<file path="src/rtl/multicycle_control.sv">
// Multicycle MIPS-style control unit: an 11-state FSM that sequences fetch,
// decode, memory, R-format, branch and jump steps, waits on a memory
// handshake, flags unsupported opcodes and counts retired instructions.
module multicycle_control #(
  parameter int CNT_W = 16
) (
  input  logic             clk,
  input  logic             reset,
  input  logic [31:0]      instruction,
  input  logic             zero,
  input  logic             mem_ready,
  output logic [3:0]       state,
  output logic             pc_write,
  output logic [1:0]       pc_src,
  output logic             ir_write,
  output logic             i_or_d,
  output logic             data_read_flag,
  output logic             data_write_flag,
  output logic [1:0]       ALU_op,
  output logic             alu_src_a,
  output logic [1:0]       alu_src_b,
  output logic             reg_write_flag,
  output logic             write_reg_mux_select,
  output logic             send_to_reg_select,
  output logic             illegal_op,
  output logic [CNT_W-1:0] instr_count
);

  typedef enum logic [3:0] {
    S_FETCH     = 4'd0,
    S_DECODE    = 4'd1,
    S_MEM_ADDR  = 4'd2,
    S_MEM_READ  = 4'd3,
    S_MEM_WB    = 4'd4,
    S_MEM_WRITE = 4'd5,
    S_EXECUTE   = 4'd6,
    S_R_WB      = 4'd7,
    S_BRANCH    = 4'd8,
    S_JUMP      = 4'd9,
    S_HALT      = 4'd10
  } state_t;

  localparam logic [5:0] OP_LW   = 6'b100011;
  localparam logic [5:0] OP_SW   = 6'b101011;
  localparam logic [5:0] OP_R    = 6'b000000;
  localparam logic [5:0] OP_BEQ  = 6'b000100;
  localparam logic [5:0] OP_JUMP = 6'b000010;

  state_t           state_q, state_d;
  logic [CNT_W-1:0] count_q;
  logic             illegal_q;
  logic             retire;
  logic [5:0]       opcode;

  assign opcode      = instruction[31:26];
  assign state       = state_q;
  assign instr_count = count_q;
  assign illegal_op  = illegal_q;

  // Next-state selection and detection of instruction-retiring transitions
  always_comb begin
    state_d = state_q;
    retire  = 1'b0;
    case (state_q)
      S_FETCH:     if (mem_ready) state_d = S_DECODE;
      S_DECODE: begin
        case (opcode)
          OP_LW, OP_SW: state_d = S_MEM_ADDR;
          OP_R:         state_d = S_EXECUTE;
          OP_BEQ:       state_d = S_BRANCH;
          OP_JUMP:      state_d = S_JUMP;
          default:      state_d = S_HALT;
        endcase
      end
      S_MEM_ADDR:  state_d = (opcode == OP_SW) ? S_MEM_WRITE : S_MEM_READ;
      S_MEM_READ:  if (mem_ready) state_d = S_MEM_WB;
      S_MEM_WRITE: begin
        if (mem_ready) begin
          state_d = S_FETCH;
          retire  = 1'b1;
        end
      end
      S_EXECUTE:   state_d = S_R_WB;
      S_MEM_WB, S_R_WB, S_BRANCH, S_JUMP: begin
        state_d = S_FETCH;
        retire  = 1'b1;
      end
      S_HALT:      state_d = S_HALT;
      default:     state_d = S_FETCH;
    endcase
  end

  // State register, retired-instruction counter and sticky illegal flag
  always_ff @(posedge clk) begin
    if (reset) begin
      state_q   <= S_FETCH;
      count_q   <= '0;
      illegal_q <= 1'b0;
    end else begin
      state_q <= state_d;
      if (retire) count_q <= count_q + CNT_W'(1);
      if (state_d == S_HALT) illegal_q <= 1'b1;
    end
  end

  // Control-signal decode from current state; strobes are forced low in reset
  always_comb begin
    pc_write             = 1'b0;
    pc_src               = 2'b00;
    ir_write             = 1'b0;
    i_or_d               = 1'b0;
    data_read_flag       = 1'b0;
    data_write_flag      = 1'b0;
    ALU_op               = 2'b00;
    alu_src_a            = 1'b0;
    alu_src_b            = 2'b00;
    reg_write_flag       = 1'b0;
    write_reg_mux_select = 1'b0;
    send_to_reg_select   = 1'b0;
    case (state_q)
      S_FETCH: begin
        data_read_flag = 1'b1;
        alu_src_b      = 2'b01;
        ir_write       = mem_ready;
        pc_write       = mem_ready;
      end
      S_DECODE:    alu_src_b = 2'b11;
      S_MEM_ADDR: begin
        alu_src_a = 1'b1;
        alu_src_b = 2'b10;
      end
      S_MEM_READ: begin
        i_or_d         = 1'b1;
        data_read_flag = 1'b1;
      end
      S_MEM_WRITE: begin
        i_or_d          = 1'b1;
        data_write_flag = 1'b1;
      end
      S_MEM_WB: begin
        reg_write_flag     = 1'b1;
        send_to_reg_select = 1'b1;
      end
      S_EXECUTE: begin
        alu_src_a = 1'b1;
        ALU_op    = 2'b10;
      end
      S_R_WB: begin
        reg_write_flag       = 1'b1;
        write_reg_mux_select = 1'b1;
      end
      S_BRANCH: begin
        alu_src_a = 1'b1;
        ALU_op    = 2'b01;
        pc_src    = 2'b01;
        pc_write  = zero;
      end
      S_JUMP: begin
        pc_write = 1'b1;
        pc_src   = 2'b10;
      end
      default: ;
    endcase
    if (reset) begin
      pc_write        = 1'b0;
      ir_write        = 1'b0;
      data_read_flag  = 1'b0;
      data_write_flag = 1'b0;
      reg_write_flag  = 1'b0;
    end
  end

endmodule

</file>
<file path="config.mk">
export PLATFORM = sky130hd
export DESIGN_NAME = multicycle_control
export DESIGN_NICKNAME = d
export VERILOG_FILES = /design/src/rtl/multicycle_control.sv
export SDC_FILE = /design/constraint.sdc
export NUM_CORES = 1
export LEC_CHECK = 0
export ABC_AREA = 1
export ABC_CLOCK_PERIOD_IN_PS = 2700
export CAP_MARGIN = 20
export CORE_MARGIN = 2
export CORE_UTILIZATION = 36
export DETAILED_ROUTE_END_ITERATION = 12
export GPL_ROUTABILITY_DRIVEN = 1
export PLACE_DENSITY = 0.73
export SYNTH_ARGS = -nofsm -noshare
export SYNTH_HDL_FRONTEND = slang
export SYNTH_SLANG_ARGS = --single-unit
</file>
<file path="constraint.sdc">
create_clock -name clk -period 2.7 [get_ports clk]
set_input_delay 0.81 -clock clk [delete_from_list [all_inputs] [get_ports clk]]
set_output_delay 0.81 -clock clk [all_outputs]
set_load 0.01 [all_outputs]
</file>
# Yosys cells after proc, flatten, opt, wreduce, memory -nomap -nowiden
# Cells that the tools add are included.
# Widths: inputs -> output; s select.
# totals
wordCells,52
memories,0
latchBits,0
input_bits,36
ff_bits,21
ramBits,0
out_inout_bits,36
mem_bits_ro,0
# classes
n_bitwise,0
n_lt_le_gt_ge,0
n_reduce_logical,8
n_eq_ne,15
n_mul,0
addsub,1
shift,0
n_mux,25
div,0
# op_table
cell,n
$pmux 4 s7,1
$add 16x1->16 const B,1
$eq 4x3->1 const B,4
$eq 4x4->1 const B,4
$pmux 4 s4,1
$mux 1,14
$eq 6x6->1 const B,2
$mux 4,3
$eq 4x2->1 const B,2
$pmux 2 s2,2
$reduce_or 2->1,4
$eq 6x2->1 const B,1
$eq 6x3->1 const B,1
$logic_not 6->1,1
$pmux 2 s3,1
$eq 4x1->1 const B,1
$logic_not 4->1,1
$reduce_or 4->1,1
$mux 3,1
$pmux 1 s3,1
$reduce_or 3->1,1
$pmux 1 s2,1

# Longest topological paths before layout
# Gate-level depths: netlist (run 1).
# logic_depth
depth_word,5
mapped_depth,10
depth_no_buf,10

# Least setup slack after synthesis (run 1)
# OpenSTA, ideal clock, no wires.
# synth_path
path_kind,in2out
start,input reset
end,output data_write_flag
t_arrival_ns,1.500
required_time_ns,1.890
path_buffers,2
cell_stages,3
setup_slack_ns,0.390
cell_sequence,clkbuf_1 clkbuf_1 nor2_1
# synth_via
elab_chain_len,1
# synth_lines
item,line,rtl
from (decl),8,"input logic reset,"
$mux 1,164,if (reset) begin
to (decl),18,"output logic data_write_flag,"
# Every way passes these cells.

# Worst setup path in the final report (run 1)
# layout_path
start,input reset
end,output data_read_flag
# layout_via
elab_chain_len,1
# layout_lines
item,line,rtl
$mux 1,164,
to (decl),17,"output logic data_read_flag,"
# Every way passes these cells.

==> results of run 1 <==
-- tightest hold or removal path, cell delays in order (launching register included) --
cell                      delay, ps
sky130_fd_sc_hd__dfxtp_1        320
sky130_fd_sc_hd__nand2_1         60
sky130_fd_sc_hd__nand2_1         40
-- logic make-up after synthesis --
kind of cell,synth area share
xor gates and xnor gates,0.0430
buffers and inverters,0.0896
and+or+nand+nor,0.469
adders and majority gates,0.00878
DFF,0.295
AOI/OAI and AO/OA,0.0948
-- worst max-delay path by stage --
stage                                 end
after floorplan           data_write_flag
after CTS                       alu_src_a
after global routing            ALU_op[1]
final                      data_read_flag
after global placement           pc_write
after detailed placement         pc_write
-- registers in the layout, indices dropped and copies added (netlist names) --
signal       cells
illegal_op       1
instr_count     16
state            4
-- power groups by stage --
| stage | clock network, mW | registers, mW | logic [mW] |
|---|---|---|---|
| after detailed placement | 0 | 0.352 | 0.283 |
| after global routing | 0.230 | 0.348 | 0.311 |
| after CTS | 0.213 | 0.345 | 0.280 |
| final | 0.207 | 0.345 | 0.284 |
| after global placement | 0 | 0.352 | 0.281 |
| after floorplan | 0 | 0.354 | 0.163 |
-- per-layer routing --
metal	track usage	vias up	wire length (um)
met1	0.193	697	1650
li1	-	828	-
met2	0.291	24	1690
met3	0.0203	4	106
met4	0.0536	0	46
met5	0	-	0
-- timing repair --
item | 4_1_cts | 5_1_grt
hold buffers | 0 | 0
gates resized for setup | 3 | 4
pin swaps | 0 | 1
setup endpoints to repair | 5 | 4
gates cloned | 0 | 0
-- cells in the final DEF, fill, tap and decap left out --
cell type                          n
sky130_fd_sc_hd__clkbuf_8          3
sky130_fd_sc_hd__dlygate4sd2_1     2
sky130_fd_sc_hd__and2_1            1
sky130_fd_sc_hd__nor2_4            1
sky130_fd_sc_hd__buf_4             2
sky130_fd_sc_hd__nand2_2           2
sky130_fd_sc_hd__clkinv_1          1
sky130_fd_sc_hd__a31oi_1           1
sky130_fd_sc_hd__ha_1              1
sky130_fd_sc_hd__inv_2             4
sky130_fd_sc_hd__nor2_2            6
sky130_fd_sc_hd__nor3_2            1
sky130_fd_sc_hd__a21oi_2           2
sky130_fd_sc_hd__nand4_1           2
sky130_fd_sc_hd__nor2_1           40
sky130_fd_sc_hd__clkdlybuf4s15_1   1
sky130_fd_sc_hd__clkdlybuf4s50_1  42
sky130_fd_sc_hd__inv_1            16
sky130_fd_sc_hd__nand3b_1          6
sky130_fd_sc_hd__o21ai_1           3
sky130_fd_sc_hd__dfxtp_1          21
sky130_fd_sc_hd__clkinv_2          1
sky130_fd_sc_hd__nand3_4           1
sky130_fd_sc_hd__a21oi_1          18
sky130_fd_sc_hd__nand3_1          13
sky130_fd_sc_hd__nand2_1          74
sky130_fd_sc_hd__nand3_2           3
sky130_fd_sc_hd__xnor2_1           7
sky130_fd_sc_hd__o21ai_0           2
-- cell type report --
class                   count  area, um2
fillers                   393       1790
repair buffers             47        463
well taps                  48       60.1
clock buffers               3       41.3
flip-flops and latches     21        420
clock inverters             1       5.00
inverters                  21       78.8
multi-input cells         184        888
-- stage by stage --
stage	setup WS, ps	utilization	cell area (um2)
finish	47.3	0.523	1960
global route	8.06	0.523	1960
CTS	24.6	0.519	1940
detailed placement	-248	0.508	1900
global placement	-241	0.508	1900
floorplan	390	-	1430
==> results.md, run 1 <==
- The flow ran to the end, and the final reports show no timing, DRC or antenna violations.
- The site row count is 22.
- The setup clock skew after layout is 8.47 ps.
- Measured along the x axis, the die boundary spans 66.9 um.
- The worst path in the final design needs a cycle of 2650 ps, including I/O delays and setup.
- Setup total negative slack on the finished layout was measured at 0 ps.
- The detailed-routing iteration count for the pre-antenna-repair pass is 4.
- The cell depth of the worst hold path is 2.
- STA puts the critical path data required time at 1890 ps.
- Power comes to 837 uW.
- In the final design database the tool counted 315 nets.
- The average instance area after synthesis is 6.14 um2.
- In this run the count of I/O pins placed on the die edge is 72.
- Of the total power, combinational logic draws 0.340.
- The clock latency at the later pin of the worst-skew pair is 260 ps.
- In this run the power spent charging and discharging nets is 282 uW.
- Tracing the worst setup path back leads to its startpoint at reset.
- The critical path start-end classification is primary input to output port.
- In this run the static leakage power is 0.760 nW.
- The sink count of the clock tree is 21.
- Of all nets on the critical path, the largest fanout is 6.
- STA classifies the critical path endpoint as an output port.
- The first global-routing pass estimated 5620 um of wire.
- Input and output buffers added on the ports amount to 45.
- For this run, design rule violations remaining after detail routing come to 0.
- The startpoint kind of the worst setup timing path is a primary input.
- The initial detailed-routing violation count is 76.
- Buffers inserted during clock tree synthesis total 3.
- The hold path endpoint is illegal_op.
- The worst slack on hold paths is 460 ps.
- The post-synth design cell area is 1430 um2.
- The cell count after synthesis is 232.
- During synthesis, Yosys emitted a total of 0 warnings.
- The number of cell instances on the worst register-to-register path is 8.
- The initial antenna violation count is 0.
- The synthesized design contains 0 enable-type register cells.
- Walking the worst path, the cells encountered are dlygate4sd2_1 > a21oi_1 > clkdlybuf4s50_1.
- Data arrives at the worst endpoint at 1840 ps.
- The clock-pin slew on the worst setup and hold paths is 80 ps.
- The share of the Yosys chip area taken by registers is 0.295.
- In this run the tightest slew margin relative to its limit is 0.776.
- The detailed router placed 1553 vias in this run.
- The portion of total power attributed to sequential cells is 0.413.
- For the pin with the worst max-slew slack, the measured transition is 335 ps.
- The die area is 4480 um2.
- The clock passes through at most 2 buffers.
- For this configuration, the core starts out at a cell density of 0.381.
- The family with the most delay on the worst path is buffers and inverters.
- In this run the number of cells on the critical path is 3.
- The floorplan step set the die height to 66.9 um.
- The remaining antenna violation count is 0.
- sky130_fd_sc_hd__dfxtp_1 takes more of the synthesized area than any other cell.
- In this run the power density over the cells is 428 nW/um2.
- The count of placed standard cells including taps is 321.
- The number of max-cap violations is 0.
- The slowest stage of the critical path belongs to the cell sky130_fd_sc_hd__clkdlybuf4s50_1.
- In the final routed layout, each cell accounts on average for 10.8 um.
- The worst hold path startpoint is illegal_op.
- The net count after synthesis is 269.
- The area growth from synthesis to layout is 37.3%.
- The ratio of cells with drive above 1 in the final layout is 0.0939.
- In this run the clock root is driven by a sky130_fd_sc_hd__clkbuf_8.
- The placed wire-length estimate after detailed placement is 2670 um.
- The repair_antennas step left the layout with diodes totalling 0.
- The total overflow reported by the global router is 0.
- By instance count, the leading cell after synthesis is sky130_fd_sc_hd__nand2_1.
- The clock share of power is 0.248.
- The min-delay analysis places its worst path in the category register to register.
- TritonCTS built the clock tree.
- The H-tree level count is 1.
- The period utilization is 0.982.
- The final number of hold-violating endpoints is 0.
- Summed over all layers, the routed wires come to 3500 um.
- In this design, the stage delay of the slowest critical-path cell is 550 ps.
- Of the total power, the share spent switching nets is 0.337.
- The number of vias per cell after detailed routing is 4.78.
- In this run the critical register-to-register path is captured at instr_count[14].
- Ranked by total cell area, the synthesized netlist is headed by sky130_fd_sc_hd__dfxtp_1 29%, sky130_fd_sc_hd__nand2_1 19%, sky130_fd_sc_hd__nor2_1 11%.
- Cell internal power was estimated by the tool at 555 uW.
- The most common flop cell mapped by yosys is sky130_fd_sc_hd__dfxtp_1.
- The number of setup buffers added after CTS is 0.
- The number of buffer and inverter stages on the critical path is 2.
- The portion of synthesized cell area occupied by the leading cell type is 0.295.
- The number of global-route vias before repair is 1326.
- The synthesized design contains 21 register bits.
- The startpoint of the worst register-to-register path is state[0].
- In the global route stage, overall resource usage came out at 0.160.
- The count of non-filler cells in the finished layout is 325.
- VDD sags by at most 0.203 mV.
- The register-to-register setup slack is 1130 ps.
- Setup repair after global routing left no endpoint under its margin.
- In this run the standard cell core region covers 3740 um2.
- The count of pins over their slew limit came to 0.
- The commonest cells after synthesis are 74 x sky130_fd_sc_hd__nand2_1, 41 x sky130_fd_sc_hd__nor2_1, 21 x sky130_fd_sc_hd__dfxtp_1.
- The congestion estimate from routability-driven global placement came to 0.837.
- The count of endpoints failing setup in the final report is 0.
- The number of different library cells used by synthesis comes to 26.
- The maximum clock rate is 0.377 GHz.
- Entering global routing, the biggest net connects 22 pins.
- The share of flip-flops with an asynchronous set or reset after synthesis is 0.
Note: power is estimated with default switching activity, not from simulation.
==> run 2, diff against run 1 <==
Settings changed: SKIP_LAST_GASP from default to 1.
==> results of run 2 <==
Same layout as run 1: the final DEF is identical, and so are final timing and power.
==> run 3, diff against run 2 <==
Settings changed: CELL_PAD_IN_SITES_DETAIL_PLACEMENT from default to 1, CELL_PAD_IN_SITES_GLOBAL_PLACEMENT from default to 2, CORE_UTILIZATION 36 to 21, PLACE_DENSITY 0.73 to default, PLACE_DENSITY_LB_ADDON from default to 0.1, SETUP_SLACK_MARGIN from default to 0.05.
==> run 3 against run 2 <==
Against the previous run:
- critical endpoint is now data_write_flag
- global-route usage decreased by 2.8 points
- flip-flop and latch count unchanged
- sequential power increased by 1%
- largest cell class unchanged
- combinational power increased by 6%
- sequential share of layout area decreased by 0.65 points
==> results.md, run 3 (synthesis results as in run 1) <==
- The number of setup buffers added after CTS is 0 (unchanged).
- The count of pins over their slew limit came to 0 (unchanged).
- The total overflow reported by the global router came to 0 (unchanged).
- The starting density of the core is 0.213 (-0.167).
- The total power density per cell area is 429 nW/um2 (+0.35%).
- The library cell used most frequently in the layout, excluding fill and tap cells, is sky130_fd_sc_hd__nand2_1.
- The setup clock skew after layout was 2.83 ps (-5.64 ps).
- The number of global-route vias before repair is 1625 (+23%).
- The final weighted congestion in routability-driven placement is 0.735 (-12%).
- The largest voltage drop on the vdd net is 0.154 mV (-24%).
- The final critical delay including setup and external delays is 2590 ps (-63.5 ps).
- The maximum buffer depth of the clock tree was 2 (unchanged).
- The top cell types in the final layout, fill and taps aside, are 74 x sky130_fd_sc_hd__nand2_1, 40 x sky130_fd_sc_hd__nor2_1, 40 x sky130_fd_sc_hd__clkdlybuf4s50_1, 19 x sky130_fd_sc_hd__a21oi_1, 18 x sky130_fd_sc_hd__dfxtp_1.
- The family with the most delay on the worst path is buffers and inverters.
- The critical path's slowest cell is sky130_fd_sc_hd__clkdlybuf4s50_1.
- The maximum clock rate is 0.386 GHz (+2.5%).
- The maximum number of pins on one net before global-route repair is 21 (-4.5%).
- By startpoint and endpoint, the worst setup path is classified as primary input to output port.
- The total track usage is 0.133 (-0.0276).
- The critical path goes through clkdlybuf4s50_1 > buf_12 > nor2_1 > dlygate4sd2_1.
- The cell depth of the worst hold path is 2 (unchanged).
- The worst setup path is captured at an output port.
- The register-to-register setup slack was 1120 ps (about the same).
- The total power is 874 uW (+4.4%).
- The die outline height was 86.4 um (+29%).
- The measured slew at the worst slew-check pin came to 304 ps (-31.5 ps).
- The number of antenna cells inserted is 0 (unchanged).
- The period utilization is 0.959 (-0.0235).
- The path class of the tightest hold or removal check is register to register.
- The sink count of the clock tree is 21 (unchanged).
- The data arrival at the endpoint of the critical path is 1780 ps (-60 ps).
- The worst hold path startpoint is illegal_op.
- The ratio of cells with drive above 1 in the final layout came to 0.124 (+0.0303).
- The worst register-to-register path ends at instr_count[12].
- TritonCTS built the clock tree.
- The area growth from synthesis to layout is 42.8%.
- The clock latency at the later pin of the worst-skew pair is 270 ps (about the same).
- The final number of hold-violating endpoints is 0 (unchanged).
- The number of buffers created by CTS is 3 (unchanged).
- The flip-flop count of the largest register after layout is 16 (unchanged).
- The number of cell instances on the worst register-to-register path is 8 (unchanged).
- The initial detailed-routing violation count came to 29 (-62%).
- The number of top-level design ports is 72 (unchanged).
- The die boundary width is 86.4 um (+29%).
- The count of filler cells inserted in the layout was 866 (+120%).
- The total detailed-routing wirelength is 4620 um (+32%).
- The number of buffer and inverter stages on the critical path was 3 (+1).
- The number of nets in the final layout is 320 (+1.6%).
- Setup repair after global routing could not meet its margin everywhere.
- The core area is 6680 um2 (+78%).
- The site row count is 30 (+36%).
- The H-tree level count came to 1 (unchanged).
- The detailed-routing iteration count for the pre-antenna-repair pass is 4 (unchanged).
- The count of endpoints failing setup in the final report was 0 (unchanged).
- The die area is 7460 um2 (+67%).
- The DRC violation count after routing is 0 (unchanged).
- The clock-pin slew on the worst setup and hold paths came to 90 ps (about the same).
- The setup TNS was 0 ps (unchanged).
- The run finished with clean final reports.
- STA classifies the critical path startpoint as a primary input.
- The number of max-cap violations is 0 (unchanged).
- The startpoint of the worst register-to-register path is instr_count[0].
- The first-pass GRT wire length is 7820 um (+39%).
- The delay of the slowest critical-path stage is 500 ps (-50 ps).
- The leakage power was 0.799 nW (+5.1%).
- The initial antenna violation count is 0 (unchanged).
- The required time of the worst setup path is 1890 ps (about the same).
- The remaining antenna violation count is 0 (unchanged).
- The worst slew margin relative to its limit is 0.797 (+0.0202).
- Tracing the worst setup path back leads to its startpoint at reset.
- The placed wire-length estimate after detailed placement came to 3610 um (+36%).
- The final routed wire length divided by cell count came to 12.8 um (+19%).
- The worst hold path terminates at illegal_op.
- The number of vias after detailed routing came to 1600 (+3.0%).
- The number of vias per cell after detailed routing is 4.42 (-7.5%).
- The clock tree root buffer cell is sky130_fd_sc_hd__clkbuf_8.
- The port buffer count was 45 (unchanged).
- The highest net fanout along the worst path is 10 (+4).
==> run 3: cell types whose count changed in the layout (fill, tap and decap cells not counted), moves of 2 or more <==
| cell | before | now |
|---|---|---|
| sky130_fd_sc_hd__buf_4 | 2 | 6 |
| sky130_fd_sc_hd__clkbuf_2 | 0 | 2 |
| sky130_fd_sc_hd__dfxtp_2 | 0 | 3 |
| sky130_fd_sc_hd__dfxtp_1 | 21 | 18 |
| sky130_fd_sc_hd__clkdlybuf4s50_1 | 42 | 40 |
==> run 3: worst reg2reg max path, delay by kind of cell (launching register included) <==
kind / cells / cell delay, ps
buf+inv: 2 / 100
simple gates: 3 / 450
compound gates: 2 / 180
flops: 1 / 460
fa+ha+maj: 1 / 290
==> run 3: worst max path at each step <==
stage	endpoint	slack (ps)	depth (start not counted)
CTS	pc_write	30	4
global route	alu_src_a	50	5
global placement	pc_write	-240	4
floorplan	data_write_flag	390	3
finish	data_write_flag	110	4
detailed placement	pc_write	-250	4
==> run 3: through the flow <==
step / hold WS, ps / util / worst slack [ps] / instances / area, um2
floorplan: 475 / - / 390 / 232 / 1430
global placement: 447 / 0.298 / -237 / 358 / 1990
detailed placement: 452 / 0.298 / -245 / 358 / 1990
CTS: 466 / 0.305 / 31.2 / 362 / 2040
global route: 501 / 0.305 / 47.2 / 362 / 2040
finish: 459 / 0.305 / 111 / 362 / 2040
==> run 3: per-layer routing <==
metal | track usage | part of all wire | up-vias
li1 | - | - | 833
met3 | 0.0133 | 0.023 | 5
met1 | 0.162 | 0.46 | 734
met4 | 0.0426 | 0.013 | 0
met2 | 0.243 | 0.51 | 28
met5 | 0 | 0 | -
==> run 3: cell type report <==
class                           count  area (um2)  area share
Clock buffer                        3        41.3      0.0203
Clock inverter                      1        5.00     0.00246
Inverter                           21        78.8      0.0387
Multi-Input combinational cell    184         885       0.435
Sequential cell                    21         424       0.208
Tap cell                           80         100      0.0492
Timing Repair Buffer               52         502       0.246
==> run 3: what timing repair did <==
action,in CTS,in global routing
resized for setup,7,7
hold buffers,0,0
setup endpoints to repair,8,9
pin swaps,0,0
==> run 3: power by group <==
| group | leakage (nW) | switching, mW | total (mW) | internal, mW |
|---|---|---|---|---|
| registers | 0.171 | 0.0230 | 0.349 | 0.326 |
| clock network | 0.0255 | 0.120 | 0.223 | 0.103 |
| logic | 0.602 | 0.164 | 0.302 | 0.138 |
